`config.mk`:
```
export PLATFORM = sky130hd
export DESIGN_NAME = mux_serializer
export DESIGN_NICKNAME = d
export VERILOG_FILES = /design/src/rtl/mux_pkg.sv /design/src/rtl/mux_4to1.sv /design/src/rtl/mux_serializer.sv
export SDC_FILE = /design/constraint.sdc
export NUM_CORES = 1
export LEC_CHECK = 0
export BUFFER_PORTS_ARGS = -buffer_cell sky130_fd_sc_hd__buf_2
export CAP_MARGIN = 20
export CORE_AREA = 4 4 41 43
export DETAILED_ROUTE_END_ITERATION = 8
export DIE_AREA = 0 0 45 47
export PLACE_DENSITY = 0.52
export REMOVE_ABC_BUFFERS = 1
export SLEW_MARGIN = 20
export SYNTH_ARGS = -nofsm -noshare
export SYNTH_HDL_FRONTEND = slang
export SYNTH_SLANG_ARGS = --single-unit
```
`constraint.sdc`:
```
create_clock -name clk -period 2.1 [get_ports clk]
set_clock_uncertainty 0.2 [all_clocks]
set_input_delay 0.42 -clock clk [delete_from_list [all_inputs] [get_ports clk]]
set_output_delay 0.42 -clock clk [all_outputs]
set_load 0.03 [all_outputs]
```
`src/rtl/mux_pkg.sv`:
```
// Shared definitions for the 4-bit mux serializer: FSM encoding, select
// constants and select-stepping helpers.
package mux_pkg;

   typedef enum logic [0:0] {
      ST_IDLE  = 1'b0,
      ST_SHIFT = 1'b1
   } state_e;

   localparam int                 SEL_W         = 2;
   localparam logic [SEL_W-1:0]   SEL_FIRST_LSB = 2'd0;
   localparam logic [SEL_W-1:0]   SEL_LAST_LSB  = 2'd3;
   localparam logic [SEL_W-1:0]   SEL_ONE       = 2'd1;

   // Select loaded on word acceptance.
   function automatic logic [SEL_W-1:0] sel_first(input logic msb_first);
      logic [SEL_W-1:0] v;
      if (msb_first) v = SEL_LAST_LSB;
      else           v = SEL_FIRST_LSB;
      return v;
   endfunction

   // Select that marks the final bit of a word.
   function automatic logic [SEL_W-1:0] sel_last(input logic msb_first);
      logic [SEL_W-1:0] v;
      if (msb_first) v = SEL_FIRST_LSB;
      else           v = SEL_LAST_LSB;
      return v;
   endfunction

   // Select for the next bit; never called on the terminal select, so no wrap.
   function automatic logic [SEL_W-1:0] sel_step(input logic [SEL_W-1:0] sel,
                                                 input logic             msb_first);
      logic [SEL_W-1:0] v;
      if (msb_first) v = sel - SEL_ONE;
      else           v = sel + SEL_ONE;
      return v;
   endfunction

endpackage

```
`src/rtl/mux_4to1.sv`:
```
// Plain 4:1 bit selector used to pick the current serial bit.
module mux_4to1 (
   input  logic [3:0] a,
   input  logic [1:0] sel,
   output logic       y
);

   // Route the selected input bit to the output.
   always_comb begin
      y = 1'b0;
      case (sel)
         2'd0:    y = a[0];
         2'd1:    y = a[1];
         2'd2:    y = a[2];
         2'd3:    y = a[3];
         default: y = 1'b0;
      endcase
   end

endmodule

```
`src/rtl/mux_serializer.sv`:
```
// Serializes 4-bit words onto a single-bit valid/ready stream. The current
// bit is picked from the captured word by a 4:1 mux driven by sel, so the
// serial output depends on registers only. A new word may be loaded on the
// same edge that the last bit is taken, giving gap-free back-to-back words.
module mux_serializer
   import mux_pkg::*;
#(
   parameter bit MSB_FIRST = 1'b0
)(
   input  logic             clk,
   input  logic             rst,
   input  logic [3:0]       in_data,
   input  logic             in_valid,
   output logic             in_ready,
   output logic             ser_out,
   output logic             ser_valid,
   input  logic             ser_ready,
   output logic             ser_last,
   output logic [SEL_W-1:0] sel
);

   localparam logic [SEL_W-1:0] C_SEL_FIRST = sel_first(MSB_FIRST);
   localparam logic [SEL_W-1:0] C_SEL_LAST  = sel_last(MSB_FIRST);

   state_e           r_state;
   logic [3:0]       r_word;
   logic [SEL_W-1:0] r_sel;

   state_e           w_state_nxt;
   logic [3:0]       w_word_nxt;
   logic [SEL_W-1:0] w_sel_nxt;
   logic             w_shift;
   logic             w_last;
   logic             w_take;
   logic             w_accept;

   assign w_shift  = (r_state == ST_SHIFT);
   assign w_last   = w_shift && (r_sel == C_SEL_LAST);
   assign w_take   = w_shift && ser_ready;
   assign w_accept = in_valid && in_ready;

   assign ser_valid = w_shift;
   assign ser_last  = w_last;
   assign sel       = r_sel;
   assign in_ready  = (r_state == ST_IDLE) || (w_take && w_last);

   // Bit selector: the serial bit is word_reg[sel].
   mux_4to1 u_mux (
      .a   (r_word),
      .sel (r_sel),
      .y   (ser_out)
   );

   // FSM, captured word and select registers; reset discards any partial word.
   always_ff @(posedge clk or posedge rst) begin
      if (rst) begin
         r_state <= ST_IDLE;
         r_word  <= 4'd0;
         r_sel   <= SEL_FIRST_LSB;
      end else begin
         r_state <= w_state_nxt;
         r_word  <= w_word_nxt;
         r_sel   <= w_sel_nxt;
      end
   end

   // Next-state logic: accept in IDLE, step on each taken bit, reload or
   // return to IDLE when the last bit is taken, hold while stalled.
   always_comb begin
      w_state_nxt = r_state;
      w_word_nxt  = r_word;
      w_sel_nxt   = r_sel;
      case (r_state)
         ST_IDLE: begin
            if (w_accept) begin
               w_state_nxt = ST_SHIFT;
               w_word_nxt  = in_data;
               w_sel_nxt   = C_SEL_FIRST;
            end else begin
               w_state_nxt = ST_IDLE;
            end
         end
         ST_SHIFT: begin
            if (w_take && w_last) begin
               if (in_valid) begin
                  w_state_nxt = ST_SHIFT;
                  w_word_nxt  = in_data;
                  w_sel_nxt   = C_SEL_FIRST;
               end else begin
                  w_state_nxt = ST_IDLE;
               end
            end else if (w_take) begin
               w_sel_nxt = sel_step(r_sel, MSB_FIRST);
            end else begin
               w_state_nxt = ST_SHIFT;
            end
         end
         default: begin
            w_state_nxt = ST_IDLE;
         end
      endcase
   end

endmodule

```
==> impl_metrics.env, run 1 <==
export IMPL_synthArstFlopShare=1.00
export IMPL_wl_met1_um=336
export IMPL_netlist_area_um2=420
export IMPL_clkTransAtPathRegs_ns=0.05
export IMPL_slowest_delay_ns=0.43
export IMPL_required_ns=1.48
export IMPL_htree_levels=1
export IMPL_worstPathCellList="ha_2, a222oi_1, mux2i_1, buf_4"
export IMPL_tns_ns=0
export IMPL_synthCells=35
export IMPL_clockBufferDepth=2
export IMPL_yosys_warnings=0
export IMPL_start_util=0.323
export IMPL_layout_area_overhead_vs_synth_pct=39.3
export IMPL_dpl_worst_slack_ns=0.201
export IMPL_fin_crit_sh=0.989
export IMPL_cts_inserted_buffers=3
export IMPL_drt_wl_total_um=788
export IMPL_worstSetupPathType="register to output port"
export IMPL_cts_tree="done"
export IMPL_cp_arrival_ns=1.46
export IMPL_place_congestion=0.674
export IMPL_seq_area_frac_synth=0.417
export IMPL_synth_top_cell_by_area="dfrtp_1"
export IMPL_synth_flop_cell="dfrtp_1"
export IMPL_utilization=0.450
export IMPL_vias=327
export IMPL_cp_max_fo=4
export IMPL_clock_latency_ns=0.25
export IMPL_setup_ws_ns=0.0231
export IMPL_die_h_um=47
export IMPL_numClockSinks=7
export IMPL_max_freq_mhz=481
export IMPL_core_mm2=0.00130
export IMPL_route_met2_wl_um=392
export IMPL_drt_iter0_drc=5
export IMPL_dpl_cell_area_um2=512
export IMPL_whs_ns=0.197
export IMPL_relSlewSlack=0.823
export IMPL_grt_pass1_vias=315
export IMPL_leakagePower_nw=0.318
export IMPL_regToRegSetupSlack_ns=0.38
export IMPL_first_pass_iters=4
export IMPL_fin_area_um2=586
export IMPL_layout_nets=70
export IMPL_setup_viol=0
export IMPL_rsz0062_at_grt="true"
export IMPL_antennaDiodeCount=0
export IMPL_grt_overflow=0
export IMPL_top_layer="met3"
export IMPL_path_buf_inv=1
export IMPL_yosysTopAreaCellShare=0.417
export IMPL_grt_usage=0.0934
export IMPL_std_cell_rows=13
export IMPL_drc=0
export IMPL_die_area_mm2=0.00212
export IMPL_finalCriticalPeriod_ns=2.08
export IMPL_wire_per_inst_um=10.9
export IMPL_postRouteAntennaNets=0
export IMPL_avgSynthCellArea_um2=12.0
export IMPL_maxCapViolations=0
export IMPL_vias_per_cell=4.54
export IMPL_grt_pass1_wl_um=1310
export IMPL_status="complete, no violations"
export IMPL_finalHoldViolCount=0
export IMPL_slew_viol_final=0
export IMPL_worstMarginPinSlew_ns=0.265
export IMPL_synth_distinct_cells=17
export IMPL_antenna_found_initial=0
export IMPL_root_buffer="clkbuf_4"
export IMPL_p_per_area_mw_per_mm2=1510
export IMPL_vdd_drop_max_uv=712
export IMPL_synth_seq_cells=7
export IMPL_ios=14
export IMPL_crit_path_start_kind="register"
export IMPL_critPathTopFamily="flip-flops"
export IMPL_cpMaxStageDelayCell="dfrtp_1"
export IMPL_worst_setup_path_end_kind="output port"
export IMPL_routed_wl_met3_um=60
export IMPL_hp_class="input port to register"
export IMPL_portBuffers=13
export IMPL_die_x_um=45
export IMPL_yosys_top_cells_area="dfrtp_1 (42%), mux2_4 (14%), ha_1 (12%)"
export IMPL_drive_above_1_share=0.544
export IMPL_grt_max_degree=8
export IMPL_synth_edf_count=0
==> flip-flops by register name, indices dropped and copies added (netlist names) <==
name,flops
ser_valid,1
sel,2
r_word,4
==> worst register-to-register path: stages, from the launching register on <==
cell	delay (ns)
dfrtp_1	0.43
ha_2	0.20
buf_4	0.14
a21bo_4	0.22
nand2_4	0.10
mux2_4	0.30
==> through the flow <==
stage / cells / total power [mW]
final: 72 / 0.882
after global routing: 72 / 0.959
after CTS: 72 / 0.889
after detailed placement: 64 / 0.701
after global placement: 64 / 0.705
after floorplan: 35 / 0.588
==> placed cells by master, fill, tap and decap left out, drive strengths merged <==
| cell | instances |
|---|---|
| or2b | 1 |
| mux2i | 1 |
| a222oi | 1 |
| a22o | 1 |
| a21o | 1 |
| nand2 | 4 |
| and2 | 1 |
| dfrtp | 7 |
| ha | 4 |
| a21bo | 1 |
| buf | 17 |
| mux2 | 4 |
| o22ai | 1 |
| o32ai | 1 |
| dlygate4sd3 | 1 |
| inv | 5 |
| clkbuf | 4 |
| nor2b | 1 |
| a21oi | 1 |
==> path summary, 6_finish.rpt <==
check                                            from               endpoint  depth (start not counted)
min in group asynchronous                         rst  r_word[2]$_DFFE_PP0P_                          3
worst min register to register  r_word[2]$_DFFE_PP0P_  r_word[2]$_DFFE_PP0P_                          1
worst max register to register     sel[1]$_DFFE_PP0P_  r_word[0]$_DFFE_PP0P_                          5
worst min-delay path                       in_data[3]  r_word[3]$_DFFE_PP0P_                          2
worst max-delay path               sel[1]$_DFFE_PP0P_                ser_out                          4
max in group asynchronous                         rst     sel[0]$_DFFE_PP0P_                          3
==> cells in the mapped netlist (3+ instances only) <==
master	n
dfrtp_1	7
inv_1	5
ha_1	4
mux2_4	4
nand2_1	3
==> report_power, final <==
part           switching (mW)  internal (mW)  total, mW  leakage, nW
logic                   0.251          0.260      0.511        0.222
registers              0.0526          0.199      0.252       0.0804
clock network          0.0474         0.0724      0.120       0.0150
total                   0.351          0.531      0.882        0.318
==> cells by family after synthesis <==
kind of cell,after synthesis,share of synthesized area
simple gates,7,0.104
buf+inv,5,0.0446
flops,7,0.417
mux,5,0.167
compound gates,7,0.149
fa+ha+maj,4,0.119
==> layer usage <==
metal / up-vias / GRT usage
li1: 169 / -
met1: 148 / 0.103
met2: 10 / 0.138
met3: 0 / 0.0690
met4: 0 / 0.0351
met5: - / 0
==> layout make-up <==
class,instances,area (um2)
Clock buffer,4,26.3
Tap cell,15,18.8
Sequential cell,7,176
Multi-Input combinational cell,23,231
Fill cell,134,716
Timing Repair Buffer,18,114
Inverter,5,18.8
==> what timing repair did <==
item | in CTS | in global routing
gates resized for setup | 6 | 2
endpoints found under the hold margin | 7 | 0
pin swaps | 1 | 0
setup endpoints to repair | 2 | 2
buffers inserted | 3 | 0
hold buffers | 1 | 0
(Power assumes the default switching activity.)
==> inputs of run 2 (changes only) <==
ABC_AREA = 1   (was default)
==> run 2 against run 1 <==
First-iteration DRC count up 100%. Critical endpoint unchanged. Synthesized area unchanged. Combinational power shrank 23%. Sequential cell count unchanged. Synthesized cell count rose by 71%. Final cell count is 29% higher. Total power decreased by 13%. Die area stayed put. Largest cell class unchanged.
==> impl_metrics.env, run 2 <==
export IMPL_die_h_um=47
export IMPL_synth_distinct_cells=10
export IMPL_hp_class="input port to register"
export IMPL_root_buffer="clkbuf_4"
export IMPL_tns_ns=0
export IMPL_netlist_area_um2=420
export IMPL_post_synth_top_count_cell="nand2_1"
export IMPL_stdcell_count=93
export IMPL_startpoint="sel[0]$_DFFE_PP0P_"
export IMPL_nFillCells=153
export IMPL_synthArstFlopShare=1.00
export IMPL_leakagePower_nw=0.343
export IMPL_first_pass_iters=5
export IMPL_required_ns=1.48
export IMPL_worstSetupPathType="register to output port"
export IMPL_max_freq_mhz=503
export IMPL_die_x_um=45
export IMPL_cts_resized=0
export IMPL_yosys_warnings=0
export IMPL_synth_edf_count=0
export IMPL_synth_top_cell_by_area="dfrtp_1"
export IMPL_dpl_worst_slack_ns=0.358
export IMPL_clock_latency_ns=0.25
export IMPL_cp_max_fo=5
export IMPL_dp_hpwl_um=751
export IMPL_grt_max_degree=9
export IMPL_synth_seq_cells=7
export IMPL_hold_start="in_data[1]"
export IMPL_drive_above_1_share=0.231
export IMPL_place_congestion=0.742
export IMPL_postRouteAntennaNets=0
export IMPL_final_common_cell="nand2_1"
export IMPL_setup_viol=0
export IMPL_maxCapViolations=0
export IMPL_portBuffers=13
export IMPL_synth_common_cells="nand2_1 (30), inv_1 (10), dfrtp_1 (7)"
export IMPL_synthCells=60
export IMPL_worstMarginPinSlew_ns=0.274
export IMPL_largest_register_ffs=4
export IMPL_grt_pass1_wl_um=1480
export IMPL_grt_overflow=0
export IMPL_start_util=0.323
export IMPL_clockBufferDepth=2
export IMPL_antenna_found_initial=0
export IMPL_yosys_top_cells_area="dfrtp_1 (42%), nand2_1 (27%), ha_1 (12%)"
export IMPL_grt_pass1_vias=340
export IMPL_vias=388
export IMPL_post_cts_repair_setup_buffers=0
export IMPL_crit_path_start_kind="register"
export IMPL_setup_ws_ns=0.112
export IMPL_grt_usage=0.0971
export IMPL_finalHoldViolCount=0
export IMPL_yosysTopAreaCellShare=0.417
export IMPL_mostFrequentLayoutCells="nand2_1 (30), buf_2 (13), inv_1 (10), dfrtp_1 (7), ha_1 (4)"
export IMPL_relSlewSlack=0.817
export IMPL_cp_arrival_ns=1.37
export IMPL_worst_setup_path_end_kind="output port"
export IMPL_antennaDiodeCount=0
export IMPL_p_per_area_mw_per_mm2=1420
export IMPL_place_inst=88
export IMPL_seq_area_frac_synth=0.417
export IMPL_std_cell_rows=13
export IMPL_drt_wl_total_um=876
export IMPL_ios=14
export IMPL_die_area_mm2=0.00212
export IMPL_top_register="r_word"
export IMPL_fin_total_pwr_uw=768
export IMPL_finalCriticalPeriod_ns=1.99
export IMPL_wire_per_inst_um=9.42
export IMPL_slew_viol_final=0
export IMPL_crit_reg2reg_launch="sel[0]$_DFFE_PP0P_"
export IMPL_rsz0062_at_grt="false"
export IMPL_clkTransAtPathRegs_ns=0.05
export IMPL_htree_levels=1
export IMPL_fin_crit_sh=0.947
export IMPL_multi_input_area_um2=208
export IMPL_cts_inserted_buffers=3
export IMPL_avgSynthCellArea_um2=7.01
export IMPL_vias_per_cell=4.17
export IMPL_core_mm2=0.00130
export IMPL_numClockSinks=7
export IMPL_synth_flop_cell="dfrtp_1"
export IMPL_vdd_drop_max_uv=583
export IMPL_regArea_um2=175
export IMPL_cts_tree="done"
export IMPL_drt_iter0_drc=10
export IMPL_layout_nets=91
export IMPL_layout_area_overhead_vs_synth_pct=28.6
export IMPL_drc=0
export IMPL_utilization=0.415
export IMPL_status="complete, no violations"
## run 2: cell types whose count changed after synthesis, moves of 2 or more
| cell | previous run | this run |
|---|---|---|
| nand3_1 | 0 | 3 |
| nand2_1 | 3 | 30 |
| nor2_1 | 0 | 2 |
| inv_1 | 5 | 10 |
| mux2_4 | 4 | 0 |
## run 2: stage by stage
step                hold slack (ns)  instance area (um2)
floorplan                    0.0234                  420
global placement              0.175                  504
detailed placement            0.165                  504
CTS                           0.159                  541
global route                  0.165                  541
finish                        0.165                  541
## run 2: where the power goes
group          internal [mW]  leakage (nW)  switching (mW)
registers              0.197        0.0843          0.0538
logic                  0.131         0.244           0.264
clock network         0.0725        0.0150          0.0498
total                  0.401         0.343           0.368
## run 2: logic make-up (layout without fill, tap and decap cells)
kind of cell | count (synthesis) | after routing | synth area share
and+or+nand+nor | 37 | 37 | 0.351
buffers and inverters | 10 | 28 | 0.0893
DFF | 7 | 7 | 0.417
adders and majority gates | 4 | 4 | 0.119
AOI/OAI and AO/OA | 2 | 2 | 0.0238
## run 2: worst max-delay path, cell delays in order, from the launching register on
cell     delay [ns]
dfrtp_1        0.42
inv_1          0.10
ha_1           0.20
nand2_1        0.06
nand3_1        0.07
nand2_1        0.06
nand2_1        0.04
buf_2          0.17
## run 2: final timing paths
| path | end | slack, ns | cells after the start |
|---|---|---|---|
| max in group asynchronous | sel[1]$_DFFE_PP0P_ | 1.05 | 3 |
| min in group asynchronous | r_word[1]$_DFFE_PP0P_ | 0.44 | 3 |
| hold reg to reg | r_word[1]$_DFFE_PP0P_ | 0.29 | 2 |
| hold / removal | r_word[1]$_DFFE_PP0P_ | 0.17 | 3 |
| setup / recovery | ser_out | 0.11 | 7 |
| setup reg to reg | r_word[2]$_DFFE_PP0P_ | 0.66 | 7 |
## run 2: final cells by class
cell class | instances | area share
clock buffer | 4 | 0.0486
timing repair buffer | 14 | 0.139
multi-input combinational | 43 | 0.384
tap | 15 | 0.0347
sequential | 7 | 0.324
inverter | 10 | 0.0694
## run 2: per-layer routing
metal  share of wire  up-vias  wire, um  track usage
li1                -      212         -            -
met1            0.50      164       437        0.137
met2            0.43       12       381        0.136
met3           0.064        0        56       0.0460
met4               0        0         0       0.0175
met5               0        -         0            0
## run 2: what timing repair did
item | 4_1_cts | 5_1_grt
hold endpoints to repair | 7 | 0
hold buffers | 1 | 0
endpoints found under the setup margin | 0 | 0
==> inputs of run 3 (changes only) <==
--- a/config.mk
+++ b/config.mk
@@ -13,3 +13,3 @@
 export DIE_AREA = 0 0 45 47
-export PLACE_DENSITY = 0.52
+export PLACE_DENSITY = 0.55
 export REMOVE_ABC_BUFFERS = 1
==> constraint.sdc (replaced) <==
create_clock -name clk -period 2.1 [get_ports clk]
set_clock_uncertainty 0.2 [all_clocks]
set_input_delay 0.525 -clock clk [delete_from_list [all_inputs] [get_ports clk]]
set_output_delay 0.525 -clock clk [all_outputs]
set_load 0.03 [all_outputs]
==> run 3 against run 2 <==
The flow now finishes with violations (negative hold slack). Core utilization is 3.0 points higher. Final cell count is 1.1% lower. Sequential cell count stayed put. Clock-buffer cell count stayed put. Worst setup slack worse by 0.048 ns. Largest cell class unchanged. Largest power group unchanged.
==> impl_metrics.env, run 3 (synthesized netlist as in run 2, its figures left out) <==
export IMPL_largest_register_ffs=4
export IMPL_cpMaxStageDelayCell="dfrtp_2"
export IMPL_ios=14
export IMPL_drive_above_1_share=0.325
export IMPL_cpMostUsedCell="nand2_1"
export IMPL_status="finished, violations left"
export IMPL_grt_usage=0.0900
export IMPL_setup_viol=0
export IMPL_std_cell_rows=13
export IMPL_ctsHoldBuffers=0
export IMPL_clkPwrFrac=0.151
export IMPL_p_sw_frac=0.484
export IMPL_required_ns=1.37
export IMPL_postRouteAntennaNets=0
export IMPL_start_util=0.323
export IMPL_whs_ns=-0.0150
export IMPL_routed_wl_met3_um=50
export IMPL_finalCriticalPeriod_ns=2.04
export IMPL_cp_arrival_ns=1.31
export IMPL_clockBufferDepth=2
export IMPL_mostFrequentLayoutCells="nand2_1 (30), buf_2 (12), inv_1 (8), dfrtp_1 (5)"
export IMPL_cp_max_fo=5
export IMPL_worstSetupPathType="register to output port"
export IMPL_root_buffer="clkbuf_4"
export IMPL_worstMarginPinSlew_ns=0.261
export IMPL_layout_nets=90
export IMPL_grt_pass1_wl_um=1350
export IMPL_cts_inserted_buffers=3
export IMPL_layout_area_overhead_vs_synth_pct=37.8
export IMPL_die_area_mm2=0.00212
export IMPL_fin_total_pwr_uw=851
export IMPL_slew_viol_final=0
export IMPL_top_layer="met3"
export IMPL_dpl_worst_slack_ns=0.298
export IMPL_seq_power_share=0.330
export IMPL_first_pass_iters=4
export IMPL_dp_hpwl_um=677
export IMPL_grt_overflow=0
export IMPL_setup_ws_ns=0.0638
export IMPL_final_common_cell="nand2_1"
export IMPL_grt_pass1_vias=339
export IMPL_top_register="r_word"
export IMPL_antenna_found_initial=0
export IMPL_route_met2_wl_um=427
export IMPL_worstPathCellList="ha_4, nand2_1, nand3_1, nand2_1, nand2_1, buf_6"
export IMPL_wire_per_inst_um=10.2
export IMPL_fin_crit_sh=0.970
export IMPL_htree_levels=1
export IMPL_maxCapViolations=0
export IMPL_p_per_area_mw_per_mm2=1470
export IMPL_cts_tree="done"
export IMPL_path_buf_inv=1
export IMPL_clock_latency_ns=0.26
export IMPL_numClockSinks=7
export IMPL_vdd_drop_max_uv=576
export IMPL_drt_wl_total_um=937
export IMPL_grt_max_degree=9
export IMPL_netSwitchingPower_uw=412
export IMPL_vias=403
export IMPL_finalHoldViolCount=7
export IMPL_drt_iter0_drc=11
export IMPL_die_x_um=45
export IMPL_max_freq_mhz=491
export IMPL_slowest_delay_ns=0.48
export IMPL_portBuffers=13
export IMPL_crit_path_start_kind="register"
export IMPL_leakagePower_nw=0.337
export IMPL_drc=0
export IMPL_relSlewSlack=0.824
export IMPL_clkTransAtPathRegs_ns=0.06
export IMPL_hp_class="input port to asynchronous set/reset pin"
export IMPL_critPathTopFamily="flip-flops"
export IMPL_place_congestion=0.798
export IMPL_vias_per_cell=4.38
export IMPL_core_mm2=0.00130
export IMPL_antennaDiodeCount=0
export IMPL_worst_setup_path_end_kind="output port"
export IMPL_internal_power_uw=439
export IMPL_wl_met1_um=459
export IMPL_violations="negative hold slack"
export IMPL_die_h_um=47
export IMPL_p_comb_frac=0.519
## run 3: changes by cell type in the layout (fill, tap and decap cells not counted), sizes merged
cell / delta
dlygate4sd3: -1
## run 3: area by class of cell
type,count,area [um2]
clock buffers,4,26.3
fillers,147,722
inverters,10,40.0
multi-input cells,43,245
flip-flops and latches,7,178
well taps,15,18.8
repair buffers,13,71.3
## run 3: worst register-to-register path: stages (launching register included)
cell     delay (ns)
dfrtp_2        0.46
ha_4           0.18
inv_1          0.04
nand2_1        0.06
nand2_1        0.07
nor2_2         0.17
nand2_1        0.07
nand2_1        0.06
## run 3: final timing paths
| check | start | end | slack, ns | depth (start not counted) |
|---|---|---|---|---|
| worst max register to register | sel[0]$_DFFE_PP0P_ | r_word[0]$_DFFE_PP0P_ | 0.72 | 7 |
| worst max-delay path | sel[0]$_DFFE_PP0P_ | ser_out | 0.06 | 6 |
| worst min register to register | r_word[0]$_DFFE_PP0P_ | r_word[0]$_DFFE_PP0P_ | 0.29 | 2 |
| min in group clk | in_data[3] | r_word[3]$_DFFE_PP0P_ | 0.27 | 3 |
| max in group asynchronous | rst | sel[0]$_DFFE_PP0P_ | 1.48 | 2 |
| worst min-delay path | rst | ser_valid$_DFF_PP0_ | -0.01 | 2 |
## run 3: layer usage
layer  vias to the layer above  global-route usage
li1                        212                   -
met1                       178               0.119
met2                        13               0.124
met3                         0              0.0230
met4                         0              0.0702
met5                         -                   0
## run 3: repair_timing
item / in CTS / in global routing
gates resized for setup: 0 / 14
buffers inserted: 0 / 0
setup endpoints to repair: 0 / 2
## run 3: power by group through the flow
stage | logic (mW) | registers, mW | clock network (mW)
floorplan | 0.255 | 0.285 | 0
global placement | 0.399 | 0.252 | 0
detailed placement | 0.393 | 0.253 | 0
CTS | 0.394 | 0.251 | 0.128
global route | 0.489 | 0.292 | 0.138
finish | 0.442 | 0.281 | 0.129
## run 3: through the flow
| stage | hold slack, ns | instance area, um2 | cells | utilization | TNS [ns] |
|---|---|---|---|---|---|
| floorplan | 0.128 | 420 | 60 | - | 0 |
| global placement | 0.276 | 504 | 88 | 0.388 | 0 |
| detailed placement | 0.269 | 504 | 88 | 0.388 | 0 |
| CTS | 0.00131 | 531 | 92 | 0.408 | 0 |
| global route | 0.00538 | 579 | 92 | 0.445 | -0.0145 |
| finish | -0.0150 | 579 | 92 | 0.445 | 0 |
